==> src/rtl/uart_pkg.sv <==
// uart_pkg: state encodings and frame constants shared by the UART transmitter and receiver
package uart_pkg;
  typedef enum logic [2:0] {IDLE, START, DATA, PARITY, STOP, WAIT} uart_state_e;
  localparam int CLOCK_PER_BIT_DEF = 13021;
  localparam int DATA_BITS = 8;
endpackage

==> src/rtl/uart_rx_sync.sv <==
// uart_rx_sync: two-flop synchroniser for an asynchronous input, reset to RST_VAL
module uart_rx_sync #(
  parameter logic RST_VAL = 1'b1
) (
  input  logic clk,
  input  logic rst,
  input  logic d_i,
  output logic q_o
);
  logic [1:0] sync_q;
  always_ff @(posedge clk) sync_q <= rst ? {2{RST_VAL}} : {sync_q[0], d_i};
  assign q_o = sync_q[1];
endmodule

==> src/rtl/uart_rx.sv <==
// uart_rx: 8N1 UART receiver, LSB first, mid-bit sampling with stop-bit check.
// Define UART_RX_PARITY_EN for 8E1 framing with a parity_err output.
module uart_rx
  import uart_pkg::*;
#(
  parameter int CLOCK_PER_BIT = CLOCK_PER_BIT_DEF
) (
  input  logic                 clk,
  input  logic                 rst,
  input  logic                 RX_in,
  output logic [DATA_BITS-1:0] data_out,
  output logic                 data_valid,
  output logic                 RX_busy,
`ifdef UART_RX_PARITY_EN
  output logic                 parity_err,
`endif
  output logic                 frame_err
);
  localparam int CW = $clog2(CLOCK_PER_BIT);
  localparam int IW = $clog2(DATA_BITS);
  localparam logic [CW-1:0] HALF = CW'((CLOCK_PER_BIT - 1) / 2);
  localparam logic [CW-1:0] LAST = CW'(CLOCK_PER_BIT - 1);
  localparam logic [IW-1:0] LAST_IDX = IW'(DATA_BITS - 1);
  uart_state_e state_q, state_d;
  logic [CW-1:0] cnt_q, cnt_d;
  logic [IW-1:0] idx_q, idx_d;
  logic [DATA_BITS-1:0] shift_q, shift_d, data_q, data_d;
  logic valid_q, valid_d, ferr_q, ferr_d, busy_q, busy_d, rx_s;
`ifdef UART_RX_PARITY_EN
  logic par_q, par_d, perr_q, perr_d;
`endif
  uart_rx_sync #(.RST_VAL(1'b1)) u_sync (.clk(clk), .rst(rst), .d_i(RX_in), .q_o(rx_s));
  always_comb begin
    state_d = state_q;
    cnt_d   = cnt_q;
    idx_d   = idx_q;
    shift_d = shift_q;
    data_d  = data_q;
    valid_d = 1'b0;
    ferr_d  = 1'b0;
`ifdef UART_RX_PARITY_EN
    par_d   = par_q;
    perr_d  = 1'b0;
`endif
    case (state_q)
      IDLE: begin
        cnt_d = '0;
        idx_d = '0;
        state_d = rx_s ? IDLE : START;
      end
      START: begin
        cnt_d = (cnt_q == HALF) ? '0 : cnt_q + CW'(1);
        if (cnt_q == HALF) state_d = rx_s ? IDLE : DATA;
      end
      DATA: begin
        cnt_d = (cnt_q == LAST) ? '0 : cnt_q + CW'(1);
        if (cnt_q == LAST) begin
          shift_d[idx_q] = rx_s;
          idx_d = idx_q + IW'(1);
`ifdef UART_RX_PARITY_EN
          if (idx_q == LAST_IDX) state_d = PARITY;
`else
          if (idx_q == LAST_IDX) state_d = STOP;
`endif
        end
      end
`ifdef UART_RX_PARITY_EN
      PARITY: begin
        cnt_d = (cnt_q == LAST) ? '0 : cnt_q + CW'(1);
        if (cnt_q == LAST) begin
          par_d = rx_s;
          state_d = STOP;
        end
      end
`endif
      STOP: begin
        cnt_d = (cnt_q == LAST) ? '0 : cnt_q + CW'(1);
        if (cnt_q == LAST) begin
          state_d = rx_s ? IDLE : WAIT;
          ferr_d  = !rx_s;
`ifdef UART_RX_PARITY_EN
          perr_d  = ^{shift_q, par_q};
          valid_d = rx_s && !perr_d;
`else
          valid_d = rx_s;
`endif
          data_d  = valid_d ? shift_q : data_q;
        end
      end
      WAIT: state_d = rx_s ? IDLE : WAIT;
      default: begin
        state_d = IDLE;
        cnt_d = '0;
        idx_d = '0;
      end
    endcase
    busy_d = (state_d != IDLE);
  end
  always_ff @(posedge clk) begin
    if (rst) begin
      state_q <= IDLE;
      cnt_q   <= '0;
      idx_q   <= '0;
      shift_q <= '0;
      data_q  <= '0;
      valid_q <= 1'b0;
      ferr_q  <= 1'b0;
      busy_q  <= 1'b0;
`ifdef UART_RX_PARITY_EN
      par_q   <= 1'b0;
      perr_q  <= 1'b0;
`endif
    end else begin
      state_q <= state_d;
      cnt_q   <= cnt_d;
      idx_q   <= idx_d;
      shift_q <= shift_d;
      data_q  <= data_d;
      valid_q <= valid_d;
      ferr_q  <= ferr_d;
      busy_q  <= busy_d;
`ifdef UART_RX_PARITY_EN
      par_q   <= par_d;
      perr_q  <= perr_d;
`endif
    end
  end
  assign data_out   = data_q;
  assign data_valid = valid_q;
  assign frame_err  = ferr_q;
  assign RX_busy    = busy_q;
`ifdef UART_RX_PARITY_EN
  assign parity_err = perr_q;
`endif
endmodule

==> config.mk <==
export PLATFORM = sky130hd
export DESIGN_NAME = uart_rx
export DESIGN_NICKNAME = d
export VERILOG_FILES = /design/src/rtl/uart_pkg.sv /design/src/rtl/uart_rx_sync.sv /design/src/rtl/uart_rx.sv
export SDC_FILE = /design/constraint.sdc
export NUM_CORES = 1
export LEC_CHECK = 0
export CORE_MARGIN = 4
export CORE_UTILIZATION = 43
export CTS_CLUSTER_SIZE = 25
export DETAILED_ROUTE_END_ITERATION = 6
export PLACE_DENSITY = 0.58
export SLEW_MARGIN = 15
export SYNTH_ARGS = -nofsm -noshare
export SYNTH_HDL_FRONTEND = slang
export SYNTH_SLANG_ARGS = --single-unit
==> constraint.sdc <==
create_clock -name clk -period 3.4 [get_ports clk]
set_input_delay 1.02 -clock clk [delete_from_list [all_inputs] [get_ports clk]]
set_output_delay 1.02 -clock clk [all_outputs]
set_load 0.005 [all_outputs]
==> results of run 1 <==
## flip-flops by register name (all words and copies together), names as in the netlist
name           flops
cnt_q             14
data_out           8
shift_q            8
idx_q              3
state_q            3
u_sync.sync_q      2
RX_busy            1
data_valid         1
frame_err          1
## where the power goes
group	switching (mW)	internal (mW)	leakage, nW
Sequential	0.00536	0.483	0.331
Clock	0.163	0.239	0.0585
Combinational	0.0142	0.0108	0.374
## cell families (layout without fill, tap and decap cells)
family                   count (synthesis)  count (layout)  synth area share
AO/OA/AOI/OAI                           41              41             0.124
XOR/XNOR                                10              10            0.0446
adder cells (fa/ha/maj)                  5               5            0.0319
buffers and inverters                   16              30            0.0465
flip-flops                              41              41             0.418
multiplexers                             4               4            0.0204
AND/OR/NAND/NOR                        110             110             0.315
## cells in the mapped netlist (all sizes together), types with 2 or more instances
master  count  share of area
nand3b      2         0.0076
nor3        5          0.015
o21ai       8          0.020
buf         6          0.027
a31oi       2         0.0064
ha          5          0.032
a21oi      19          0.048
a22oi       3          0.011
a21o        2         0.0083
nor2       30          0.057
and3        3         0.0096
and4        4          0.018
and4bb      3          0.019
or2         4          0.014
clkbuf      3         0.0057
and4b       3          0.017
xnor2       3          0.013
dfxtp      41           0.42
nor4bb      2          0.010
nand2      20          0.038
nor4        4          0.013
xor2        7          0.031
nand3      13          0.033
or3         2         0.0064
nand4       6          0.027
nand2b      7          0.022
mux2i       4          0.020
inv         7          0.013
## per-layer routing
metal	up-vias	share of wire	GRT usage
li1	837	-	-
met1	758	0.51	0.216
met2	24	0.45	0.240
met3	2	0.036	0.0435
met4	0	0.0048	0.0408
met5	-	0	0
## final cells by class
class                      instances  area [µm²]  share of cell area
clock buffer                       7        86.3              0.0388
clock inverter                     1        30.0              0.0135
inverter                           7        26.3              0.0118
multi-input combinational        170        1050               0.472
sequential                        41         821               0.369
tap                               52        65.1              0.0292
timing repair buffer              15         145              0.0652
## per-stage QoR
step,setup WS (ns),cells,hold slack (ns),instance area [µm²]
5_1_grt,1.04,293,0.442,2220
2_1_floorplan,1.66,227,0.389,1960
6_report,1.26,293,0.413,2220
3_3_place_gp,1.13,285,0.398,2110
3_5_place_dp,1.10,285,0.398,2110
4_1_cts,1.24,293,0.417,2220
## worst paths after layout
kind / from / to / slack, ns / cells past startpoint
worst max-delay path: data_out[6] / data_out[6] / 1.26 / 1
worst min-delay path: u_sync.sync_q[0] / u_sync.sync_q[1] / 0.41 / 1
worst max register to register: cnt_q[0] / data_out[2] / 1.32 / 7
worst min register to register: u_sync.sync_q[0] / u_sync.sync_q[1] / 0.41 / 1
==> impl_metrics.ini, run 1 <==
[layout]
fill_cells = 444
final_layout_size_suffix_gt1_frac = 0.0830
nNetsFinal = 248
utilization = 0.507
layout_commonest_cell = dfxtp_1
n_antenna_cell = 0
syn2layout_area_growth_pct = 13.3
layout_common_cells = 41 x dfxtp_1, 30 x nor2_1, 20 x nand2_1

[place]
port_buffers = 13
place_congestion = 0.787
dp_hpwl_um = 2760

[worst_setup_path]
start_kind = flop
crit_required_ns = 2.38
crit_chain = clkdlybuf4s50_1
endpoint_kind = output port
crit_path_max_incr_delay_ns = 0.50
crit_family = buffers and inverters
cp_num_buf_inv = 1
crit_type = reg -> out
slowest_stage = clkdlybuf4s50_1
crit_fanout = 2
arrival_ns = 1.12

[global_routing]
grt.overflow.total = 0
grt_use_total = 0.156
grt_pass1_wl_um = 6820
grt_pass1_vias = 1433
antenna_found_initial = 0
grt_max_degree = 27

[cts]
htreeDepth = 2
clkSinkCount = 41
cts_resized = 0
worstSkewPairLatency_ns = 0.29
post-cts-setup-buffers = 0
path_clk_slew_ns = 0.08
cts_tree = done
hold_buffers = 0
numCtsBuffers = 5
root_buffer = clkbuf_8
ctsLongestPathBuffers = 2

[sta]
min_period_over_period = 0.629
slew_viol_final = 0
fmax_ghz = 0.467
finalSetupViolations = 0
skew_ns = 0.00260
slew_headroom = 0.543
period_needed_ns = 2.14
tns_ns = 0
hold_violations = 0
grt_setup_unrepaired = no
tightest_slew_ns = 0.681

[floorplan]
io_pins = 14
core_mm2 = 0.00438
start_util = 0.448
die_w_um = 75.6
die_y_um = 75.6
placementRows = 24
die_area_mm2 = 0.00571

[synthesis]
syn-num-nets = 235
synthArstFlopShare = 0
seq_area_frac_synth = 0.418
synth_edf_count = 0
synthDistinctLibCells = 45
ys_warn_count = 0
synthesis.area_mm2 = 0.00196
syn_area_per_cell_um2 = 8.65
synth-seq-cells = 41
synthCells = 227
synth_ff_type = dfxtp_1

[drt]
via_count = 1621
drtAntennaViolNets = 0
viasPerCell = 5.53
wl_um = 3950
wire_per_inst_um = 13.5
route.detailed.drc = 0
drtIter0Drc = 126
drt_first_pass_iters = 5

[power_and_ir_drop]
p_leak_nw = 0.764
ir_drop_uv = 216
power.density_mw_per_mm2 = 411
totalPowerFinal_uw = 915

[flow_run]
max-cap-violations = 0

[status]
status = finished, final reports clean

[min_path]
holdCritPathClass = reg -> reg
Power figures use the tool's default switching activity.
==> inputs of run 2 (changes only) <==
==> constraint.sdc (replaced) <==
create_clock -name clk -period 2.19 [get_ports clk]
set_input_delay 0.657 -clock clk [delete_from_list [all_inputs] [get_ports clk]]
set_output_delay 0.657 -clock clk [all_outputs]
set_load 0.005 [all_outputs]
==> run 2 against run 1 <==
Net effect:
- worst hold slack about the same
- global-route usage is 0.62 points higher
- flip-flop and latch count unchanged
- via count down 0.68%
- cell count grew 2.4%
- sequential share of layout area fell by 0.85 points
- first-iteration DRC count is 15% lower
- combinational power grew 90%
- critical endpoint is now cnt_q[7]
==> impl_metrics.ini, run 2 (synthesis results as in run 1) <==
[sta]
slew_headroom = 0.734
min_period_over_period = 0.865
tightest_slew_ns = 0.395
grt_setup_unrepaired = no
holdWs_ns = 0.413
slew_viol_final = 0
worst_slack_ns = 0.296
period_needed_ns = 1.89
skew_ns = 0.00765
finalSetupViolations = 0
tns_ns = 0
fmax_ghz = 0.528
hold_violations = 0

[drt]
wire_per_inst_um = 13.7
drtAntennaViolNets = 0
via_count = 1610
drt_first_pass_iters = 4
drtIter0Drc = 107
route.detailed.drc = 0
wl_um = 4120
viasPerCell = 5.37

[cts]
path_clk_slew_ns = 0.07
post-cts-setup-buffers = 0
numCtsBuffers = 5
worstSkewPairLatency_ns = 0.29
ctsLongestPathBuffers = 2
cts_resized = 0
hold_buffers = 0
clkSinkCount = 41
htreeDepth = 2
root_buffer = clkbuf_8
cts_tree = done

[layout]
fin_cells = 300
fill_cells = 426
n_antenna_cell = 0
syn2layout_area_growth_pct = 16.0
largest_register = cnt_q
utilization = 0.519
design_area_mm2 = 0.00228
final_layout_size_suffix_gt1_frac = 0.109
layout_commonest_cell = dfxtp_1
nNetsFinal = 255
layout_common_cells = 41 x dfxtp_1, 30 x nor2_1, 20 x nand2_1
largest_reg_flops = 14

[worst_setup_path]
slowest_stage = dfxtp_1
endpoint_kind = flop
crit_required_ns = 2.36
crit_path_max_incr_delay_ns = 0.34
crit_type = reg -> reg
start_kind = flop
crit_chain = inv_1 -> ha_1 -> nor4bb_1 -> nand4_1 -> a22o_1 -> o21bai_1 -> buf_4 -> a31oi_1
arrival_ns = 2.06
crit_fanout = 11
crit_family = compound AO/OA/AOI/OAI gates
cp_num_buf_inv = 2

[global_routing]
grt_pass1_vias = 1465
grt.overflow.total = 0
grt_use_total = 0.162
antenna_found_initial = 0
grt_pass1_wl_um = 6990
grt_max_degree = 16

[power_and_ir_drop]
p_leak_nw = 0.799
power.density_mw_per_mm2 = 631
totalPowerFinal_mw = 1.44
ir_drop_uv = 284

[place]
port_buffers = 13
dp_hpwl_um = 2980
dp_slack_ns = 0.301
dpl_cell_area_mm2 = 0.00216
place_inst = 292
place_congestion = 0.823

[floorplan]
die_area_mm2 = 0.00571
io_pins = 14
core_mm2 = 0.00438
die_y_um = 75.6
die_w_um = 75.6
placementRows = 24
start_util = 0.448

[min_path]
holdCritPathClass = reg -> reg

[flow_run]
max-cap-violations = 0

[status]
status = finished, final reports clean
[run 2: area by class of cell]
cell class	instances	area, µm²	share of cell area
multi-input cells	170	1050	0.462
flip-flops and latches	41	821	0.360
repair buffers	22	198	0.0868
clock buffers	7	86.3	0.0379
well taps	52	65.1	0.0286
clock inverters	1	30.0	0.0132
inverters	7	26.3	0.0115
[run 2: power by group]
part	leakage (nW)	switching [mW]	internal [mW]
clock	0.0585	0.263	0.372
sequential	0.331	0.00399	0.750
combinational	0.409	0.0275	0.0201
total	0.799	0.294	1.14
[run 2: final timing paths]
kind,from,to,slack (ns),cells past startpoint
setup / recovery,cnt_q[0],cnt_q[7],0.30,8
hold / removal,u_sync.sync_q[0],u_sync.sync_q[1],0.41,1
setup reg to reg,cnt_q[0],cnt_q[7],0.30,8
hold reg to reg,u_sync.sync_q[0],u_sync.sync_q[1],0.41,1
[run 2: per-layer routing]
layer,up-vias,wire (µm),global-route usage,share of wire
met5,-,0,0,0
met4,0,61,0.0757,0.015
met3,5,105,0.0290,0.025
met2,21,1810,0.240,0.44
met1,741,2150,0.229,0.52
li1,843,-,-,-
==> inputs of run 3 (changes only) <==
--- a/config.mk
+++ b/config.mk
@@ -5,11 +5,13 @@
 export SDC_FILE = /design/constraint.sdc
 export NUM_CORES = 1
 export LEC_CHECK = 0
+export CELL_PAD_IN_SITES_DETAIL_PLACEMENT = 0
+export CELL_PAD_IN_SITES_GLOBAL_PLACEMENT = 1
 export CORE_MARGIN = 4
 export CORE_UTILIZATION = 43
 export CTS_CLUSTER_SIZE = 25
 export DETAILED_ROUTE_END_ITERATION = 6
-export PLACE_DENSITY = 0.58
+export PLACE_DENSITY = 0.74
 export SLEW_MARGIN = 15
 export SYNTH_ARGS = -nofsm -noshare
 export SYNTH_HDL_FRONTEND = slang
==> constraint.sdc (replaced) <==
create_clock -name clk -period 2.2 [get_ports clk]
set_input_delay 0.66 -clock clk [delete_from_list [all_inputs] [get_ports clk]]
set_output_delay 0.66 -clock clk [all_outputs]
set_load 0.005 [all_outputs]
==> run 3 against run 2 <==
Net effect:
- total power decreased by 11%
- routed wire length increased by 3.2%
- via count increased by 4.7%
- cell area decreased by 1.8%
- cell count decreased by 0.67%
- worst hold slack improved by 0.012 ns
- combinational power decreased by 13%
- setup slack got worse by 0.023 ns
- non-clock buffer count decreased by 2
- maximum frequency decreased by 1.7%
- register-to-register slack got worse by 0.02 ns
- flip-flop and latch count unchanged
==> impl_metrics.ini, run 3 (synthesis results as in run 1) <==
[layout]
n_antenna_cell = 0
utilization = 0.510
syn2layout_area_growth_pct = 13.9
largest_register = cnt_q
fill_cells = 437
final_layout_size_suffix_gt1_frac = 0.106
fin_cells = 298
nNetsFinal = 253
layout_common_cells = 41 x dfxtp_1, 30 x nor2_1, 20 x nand2_1
layout_commonest_cell = dfxtp_1
largest_reg_flops = 14

[place]
dp_hpwl_um = 3200
place_inst = 290
place_congestion = 0.885
port_buffers = 13

[sta]
slew_headroom = 0.700
min_period_over_period = 0.876
fmax_ghz = 0.519
period_needed_ns = 1.93
skew_ns = 0.00527
finalSetupViolations = 0
tns_ns = 0
hold_violations = 0
holdWs_ns = 0.426
slew_viol_final = 0
tightest_slew_ns = 0.450
grt_setup_unrepaired = no

[worst_setup_path]
critical_path_depth = 7
crit_path_max_incr_delay_ns = 0.41
slowest_stage = or4_1
endpoint_kind = flop
arrival_ns = 2.15
crit_fanout = 7
crit_chain = inv_1 -> ha_1 -> and4b_2 -> nand4_4 -> or2_4 -> or4_1 -> a21oi_1
start_kind = flop
crit_required_ns = 2.42
crit_type = reg -> reg
r2r_cells = 7
cp_num_buf_inv = 1
crit_family = simple AND/OR/NAND/NOR gates

[floorplan]
core_mm2 = 0.00438
io_pins = 14
start_util = 0.448
die_area_mm2 = 0.00571
placementRows = 24
die_y_um = 75.6
die_w_um = 75.6

[drt]
via_count = 1686
route.detailed.drc = 0
viasPerCell = 5.66
drtAntennaViolNets = 0
drtIter0Drc = 155
wl_um = 4260
drt_first_pass_iters = 4
wire_per_inst_um = 14.3

[cts]
root_buffer = clkbuf_8
path_clk_slew_ns = 0.08
clkSinkCount = 41
ctsLongestPathBuffers = 2
cts_resized = 0
cts_tree = done
hold_buffers = 0
numCtsBuffers = 5
htreeDepth = 2
post-cts-setup-buffers = 0
worstSkewPairLatency_ns = 0.29

[global_routing]
grt_max_degree = 25
grt_pass1_vias = 1509
grt_pass1_wl_um = 6940
grt_use_total = 0.160
grt.overflow.total = 0
antenna_found_initial = 0

[power_and_ir_drop]
totalPowerFinal_mw = 1.28
ir_drop_uv = 461
power.density_mw_per_mm2 = 572
p_leak_nw = 0.776

[min_path]
whs_path_depth = 1
holdCritPathClass = reg -> reg

[flow_run]
max-cap-violations = 0

[status]
status = finished, final reports clean
## run 3: cell count changes in the layout (fill, tap and decap cells not counted), sizes merged
cell / before / now
buf: 9 / 7
clkbuf: 7 / 5
clkinvlp: 0 / 1
inv: 7 / 8
bufinv: 1 / 0
clkinv: 0 / 1
## run 3: stage by stage
step	area (µm²)	worst slack (ns)
final	2240	0.274
after floorplan	1960	0.460
after detailed placement	2150	0.281
after global placement	2150	0.295
after CTS	2240	0.257
after global routing	2240	0.120
## run 3: where the power goes
| group | total, mW | switching [mW] | leakage [nW] | internal, mW |
|---|---|---|---|---|
| clock | 0.485 | 0.260 | 0.0445 | 0.225 |
| sequential | 0.753 | 0.00699 | 0.331 | 0.746 |
| combinational | 0.0415 | 0.0240 | 0.400 | 0.0175 |
## run 3: worst paths after layout
kind	end	slack (ns)	startpoint
min reg2reg	u_sync.sync_q[1]	0.43	u_sync.sync_q[0]
max	shift_q[2]	0.27	cnt_q[0]
min	u_sync.sync_q[1]	0.43	u_sync.sync_q[0]
max reg2reg	shift_q[2]	0.27	cnt_q[0]
## run 3: area by class of cell
type,count,area (µm²),share of cell area
repair buffers,20,183,0.0817
inverters,7,26.3,0.0118
multi-input cells,170,1050,0.470
clock buffers,5,68.8,0.0308
well taps,52,65.1,0.0291
flip-flops and latches,41,821,0.367
clock inverters,3,21.3,0.00951
## run 3: worst register-to-register path, stage by stage (launching register included)
cell     delay (ns)
dfxtp_1        0.35
inv_1          0.09
ha_1           0.15
and4b_2        0.26
nand4_4        0.14
or2_4          0.29
or4_1          0.41
a21oi_1        0.16
## run 3: layer usage
layer | routed length [µm] | up-vias | GRT usage
li1 | - | 841 | -
met1 | 2120 | 790 | 0.222
met3 | 159 | 13 | 0.0356
met4 | 57 | 0 | 0.0524
met2 | 1920 | 42 | 0.245
met5 | 0 | - | 0
